### src/rtl/cory_yuv2rgb.sv
// cory_yuv2rgb: studio-range BT.601 {Y,U,V} to full-range {R,G,B}, 3-stage elastic pipeline, 1 pixel/clk.
// Latency: 3 cycles input-to-output; backpressure: stages fill while i_z_r is low, o_a_r drops once all 3 are full.
// Optional CORY_YUV2RGB_SAT_CNT_EN adds o_sat_cnt, a saturating count of output pixels that were clamped.
module cory_yuv2rgb #(
    parameter int ROUND = 1
) (
    input  logic        clk,
    input  logic        reset_n,
    input  logic        i_a_v,
    input  logic [23:0] i_a_d,
    output logic        o_a_r,
    output logic        o_z_v,
    output logic [23:0] o_z_d,
    input  logic        i_z_r
`ifdef CORY_YUV2RGB_SAT_CNT_EN
    ,
    output logic [15:0] o_sat_cnt
`endif
);

    localparam logic signed [19:0] K = (ROUND != 0) ? 20'sd128 : 20'sd0;

    logic en1, en2, en3;
    logic v1_q, v1_d, v2_q, v2_d, v3_q, v3_d;
    logic signed [9:0]  c_q, c_d, d_q, d_d, e_q, e_d;
    logic signed [19:0] c_x, d_x, e_x;
    logic signed [19:0] r_sum_q, r_sum_d, g_sum_q, g_sum_d, b_sum_q, b_sum_d;
    logic [7:0]         r_q, r_d, g_q, g_d, b_q, b_d;
`ifdef CORY_YUV2RGB_SAT_CNT_EN
    logic               sat_q, sat_d;
    logic [15:0]        sat_cnt_q, sat_cnt_d;
`endif

    // Arithmetic shift then clamp to 0..255; over-range shows up in any bit above bit 7.
    function automatic logic [7:0] clamp8(input logic signed [19:0] s);
        logic signed [19:0] t;
        t = s >>> 8;
        if (t[19])
            return 8'h00;
        else if (|t[18:8])
            return 8'hFF;
        else
            return t[7:0];
    endfunction

    function automatic logic clamped(input logic signed [19:0] s);
        logic signed [19:0] t;
        t = s >>> 8;
        return t[19] | (|t[18:8]);
    endfunction

    assign c_x = {{10{c_q[9]}}, c_q};
    assign d_x = {{10{d_q[9]}}, d_q};
    assign e_x = {{10{e_q[9]}}, e_q};

    // A stage loads when it is empty or its contents leave this cycle; bubbles collapse.
    always_comb begin
        en3  = !v3_q || i_z_r;
        en2  = !v2_q || en3;
        en1  = !v1_q || en2;
        v1_d = en1 ? i_a_v : v1_q;
        v2_d = en2 ? v1_q  : v2_q;
        v3_d = en3 ? v2_q  : v3_q;
    end

    always_comb begin
        c_d = c_q;
        d_d = d_q;
        e_d = e_q;
        if (en1 && i_a_v) begin
            c_d = $signed({2'b00, i_a_d[23:16]}) - 10'sd16;
            d_d = $signed({2'b00, i_a_d[15:8]})  - 10'sd128;
            e_d = $signed({2'b00, i_a_d[7:0]})   - 10'sd128;
        end
    end

    always_comb begin
        r_sum_d = r_sum_q;
        g_sum_d = g_sum_q;
        b_sum_d = b_sum_q;
        if (en2 && v1_q) begin
            r_sum_d = c_x * 20'sd298 + e_x * 20'sd409 + K;
            g_sum_d = c_x * 20'sd298 - d_x * 20'sd100 - e_x * 20'sd208 + K;
            b_sum_d = c_x * 20'sd298 + d_x * 20'sd516 + K;
        end
    end

    // Output data only changes when a new pixel lands, so o_z_d holds across bubbles and stalls.
    always_comb begin
        r_d = r_q;
        g_d = g_q;
        b_d = b_q;
`ifdef CORY_YUV2RGB_SAT_CNT_EN
        sat_d = sat_q;
`endif
        if (en3 && v2_q) begin
            r_d = clamp8(r_sum_q);
            g_d = clamp8(g_sum_q);
            b_d = clamp8(b_sum_q);
`ifdef CORY_YUV2RGB_SAT_CNT_EN
            sat_d = clamped(r_sum_q) | clamped(g_sum_q) | clamped(b_sum_q);
`endif
        end
    end

`ifdef CORY_YUV2RGB_SAT_CNT_EN
    always_comb begin
        sat_cnt_d = sat_cnt_q;
        if (v3_q && i_z_r && sat_q && (sat_cnt_q != 16'hFFFF))
            sat_cnt_d = sat_cnt_q + 16'd1;
    end
`endif

    always_ff @(posedge clk or negedge reset_n) begin
        if (!reset_n) begin
            v1_q    <= 1'b0;
            v2_q    <= 1'b0;
            v3_q    <= 1'b0;
            c_q     <= '0;
            d_q     <= '0;
            e_q     <= '0;
            r_sum_q <= '0;
            g_sum_q <= '0;
            b_sum_q <= '0;
            r_q     <= '0;
            g_q     <= '0;
            b_q     <= '0;
        end else begin
            v1_q    <= v1_d;
            v2_q    <= v2_d;
            v3_q    <= v3_d;
            c_q     <= c_d;
            d_q     <= d_d;
            e_q     <= e_d;
            r_sum_q <= r_sum_d;
            g_sum_q <= g_sum_d;
            b_sum_q <= b_sum_d;
            r_q     <= r_d;
            g_q     <= g_d;
            b_q     <= b_d;
        end
    end

`ifdef CORY_YUV2RGB_SAT_CNT_EN
    always_ff @(posedge clk or negedge reset_n) begin
        if (!reset_n) begin
            sat_q     <= 1'b0;
            sat_cnt_q <= '0;
        end else begin
            sat_q     <= sat_d;
            sat_cnt_q <= sat_cnt_d;
        end
    end

    assign o_sat_cnt = sat_cnt_q;
`endif

    assign o_a_r = en1;
    assign o_z_v = v3_q;
    assign o_z_d = {r_q, g_q, b_q};

endmodule

### config.mk
export PLATFORM = sky130hd
export DESIGN_NAME = cory_yuv2rgb
export DESIGN_NICKNAME = d
export VERILOG_FILES = /design/src/rtl/cory_yuv2rgb.sv
export SDC_FILE = /design/constraint.sdc
export NUM_CORES = 1
export LEC_CHECK = 0
export ABC_AREA = 1
export ABC_CLOCK_PERIOD_IN_PS = 5300
export CORE_ASPECT_RATIO = 1.25
export CORE_MARGIN = 3
export CORE_UTILIZATION = 43
export CTS_CLUSTER_DIAMETER = 150
export DETAILED_ROUTE_END_ITERATION = 16
export PLACE_DENSITY_LB_ADDON = 0.05
export SETUP_SLACK_MARGIN = 0.3
export SLEW_MARGIN = 40
export SYNTH_ARGS = -nofsm -noshare
export SYNTH_HDL_FRONTEND = slang
export SYNTH_SLANG_ARGS = --single-unit
### constraint.sdc
create_clock -name clk -period 5.3 [get_ports clk]
set_input_delay 1.06 -clock clk [delete_from_list [all_inputs] [get_ports clk]]
set_output_delay 1.06 -clock clk [all_outputs]
set_load 0.02 [all_outputs]
==> reports/metrics.yaml <==
status:
  status: "finished with violations"
  failed_checks: "negative setup slack"
worst_setup_path:
  path_class: "reg2reg"
  crit_path_end_kind: "flip-flop"
  reg2reg_slack_ps: -50
  crit_arrival_ps: 5600
  path_max_fanout: 4
  r2r_start: "c_q[5]"
  timing.rr.end: "r_sum_q[16]"
  critPathLaunchType: "flip-flop"
  reg2regPathDepth: 21
  required_ps: 5550
route:
  via_per_inst: 4.897
  top_layer_used: "met4"
  drt-met1-wl_um: 12880
  vias: 9333
  firstDrtPassIters: 4
  met2WireLength_um: 14200
  wl_um: 29160
  drc_errors: 0
  postRouteAntennaNets: 0
  wl_per_cell_um: 15.30
  route.met3.wl_um: 960
  drtIter0Drc: 360
sta:
  period_minus_slack_ps: 5350
  fin_setup_tns_ps: -137.6
  tightest_slew_ps: 758.3
  rsz0062_at_grt: "yes"
  hold_violations: 0
  slew_violations: 0
  fmax_mhz: 186.9
  setup_viol: 4
  fin_crit_sh: 1.010
  max-slew-margin-rel: 0.4932
  skew_ps: 11.51
  fin_ws_ps: -50.41
placement:
  pre_cts_slack_ps: -270.2
  hpwl_um: 23880
  gp_congestion: 0.9425
  placed_area_um2: 12920
  port-buffer-count: 53
logic_synthesis:
  yosys.cell_count.top_type: "nand2_1"
  synth_cell_type_count: 38
  syn_area_um2: 10930
  yosysSeqAreaShare: 0.2015
  synth_top_cell_by_area: "ha_1"
  synth_top_area_share: 0.2598
  syn_inst: 1370
  synth_edf_count: 0
  yosysWarnings: 0
  synth_common_cells: "271 x nand2_1, 258 x inv_1, 227 x ha_1, 88 x dfrtp_1, 71 x nor2_1"
  yosys-top-cells-area: "ha_1 26%, dfrtp_1 20%, fa_1 12%, nand2_1 9.3%, inv_1 8.9%"
  avgSynthCellArea_um2: 7.978
  synth_seq_cells: 88
  syn-num-nets: 1689
  synth_ff_type: "dfrtp_1"
  async_reset_ff_frac: 1.000
finish:
  n_antenna_cell: 0
  final_area_um2: 14620
  fin_nets: 1891
  drive_gt1_frac: 0.2551
  area_delta_synth_final_pct: 33.77
  final_util: 0.5909
  multi_input_area_um2: 8972
  fillerInstances: 2273
  regArea_um2: 2208
clock_network:
  clk_latency_ps: 360
  max-clock-path-buffers: 2
  cts_num_sinks: 88
  htreeDepth: 3
  clkSlewWorstSetupHoldPaths_ps: 70
  cts_root_buf: "clkbuf_16"
  cts_tree: "yes"
  holdBufCountCts: 0
  numCtsBuffers: 9
global_route:
  grt_antenna_before_repair: 0
  grt_remaining_overflow: 0
  track_usage: 0.2179
  grt_pass1_vias: 9496
  grt_max_degree: 51
  grt_first_pass_wirelength_um: 47240
floorplan:
  die_w_um: 148.6
  ios: 54
  core_area_um2: 24740
  dieArea_um2: 27380
  placementRows: 64
  initial_core_util: 0.4417
  fp.dieH_um: 184.3
flow_run:
  maxCapViolCount: 0
hold_path:
  hp-class: "reg2reg"
  holdPathEnd: "o_z_v"
  hp-start: "v2_q"
  holdPathStages: 2
## metrics by stage
| step | hold slack [ps] | cells |
|---|---|---|
| after floorplan | 440.6 | 1370 |
| after global placement | 446.4 | 1850 |
| after detailed placement | 452.1 | 1850 |
| after CTS | 468.1 | 1887 |
| after global routing | 493.9 | 1906 |
| final | 465.2 | 1906 |
## registers in the layout, summed over array words and instances, names as in the netlist, 8 cells and up
signal	flops
r_q	8
r_sum_q	12
g_sum_q	12
g_q	8
c_q	9
b_q	8
b_sum_q	12
d_q	8
e_q	8
## worst max-delay path by stage
stage | startpoint | end | cells past startpoint
5_1_grt | c_q[5] | r_sum_q[14] | 23
3_5_place_dp | c_q[6] | r_sum_q[17] | 23
3_3_place_gp | c_q[6] | r_sum_q[17] | 23
2_1_floorplan | c_q[8] | r_sum_q[15] | 25
6_report | c_q[5] | r_sum_q[16] | 21
4_1_cts | c_q[4] | r_sum_q[15] | 21
## cell families (layout without fill, tap and decap cells)
family          Yosys count  in the layout  share of synthesized area
xor+xnor                 62             62                    0.05140
buf+inv                 286            492                    0.09913
compound gates          191            191                    0.09741
fa+ha+maj               291            291                     0.3771
simple gates            452            452                     0.1735
flops                    88             88                     0.2015
## cells in the final DEF, fill, tap and decap left out, drive strengths merged, types with 2 or more instances in the layout
cell type and instances:
a21o 3, a21oi 69, a31oi 9, buf 153
clkbuf 9, clkdlybuf4s50 52, clkinv 6, clkinvlp 2
dfrtp 88, fa 64, ha 227, inv 270
nand2 277, nand3 72, nand3b 4, nand4 10
nor2 73, nor3 9, o21ai 67, o21bai 14
o22ai 24, o31ai 2, or2 5, xnor2 21
xor2 41
## worst max-delay path, stage by stage, from the launching register on
cell	delay (ps)
dfrtp_2	470
ha_4	300
ha_4	200
ha_4	210
fa_1	540
ha_2	190
inv_2	50
fa_2	560
fa_1	440
fa_2	550
inv_2	40
fa_1	490
ha_4	310
nand2_2	50
nor2_1	80
nand3b_1	140
nand3_4	180
nand4_1	160
nand2_1	100
nand2_1	50
nand3_1	70
nand2_1	60
## final cells by class
cell class,count,area share
Sequential cell,88,0.1510
Inverter,272,0.07043
Clock buffer,9,0.01540
Clock inverter,6,0.003166
Multi-Input combinational cell,996,0.6136
Tap cell,330,0.02824
Timing Repair Buffer,205,0.1181
## repair_timing
action / CTS / global route
gates resized for setup: 100 / 124
pin swaps: 54 / 62
setup buffers: 22 / 19
endpoints found under the setup margin: 27 / 29
cloned: 0 / 0
## per-layer routing
metal / up-vias / track usage
met1: 4299 / 0.2787
met5: - / 0
met3: 48 / 0.03173
met4: 0 / 0.08909
li1: 4824 / -
met2: 162 / 0.3700
Power is not shown: default switching activity piles up to over one toggle a cycle in this logic, so the estimate is an artifact.
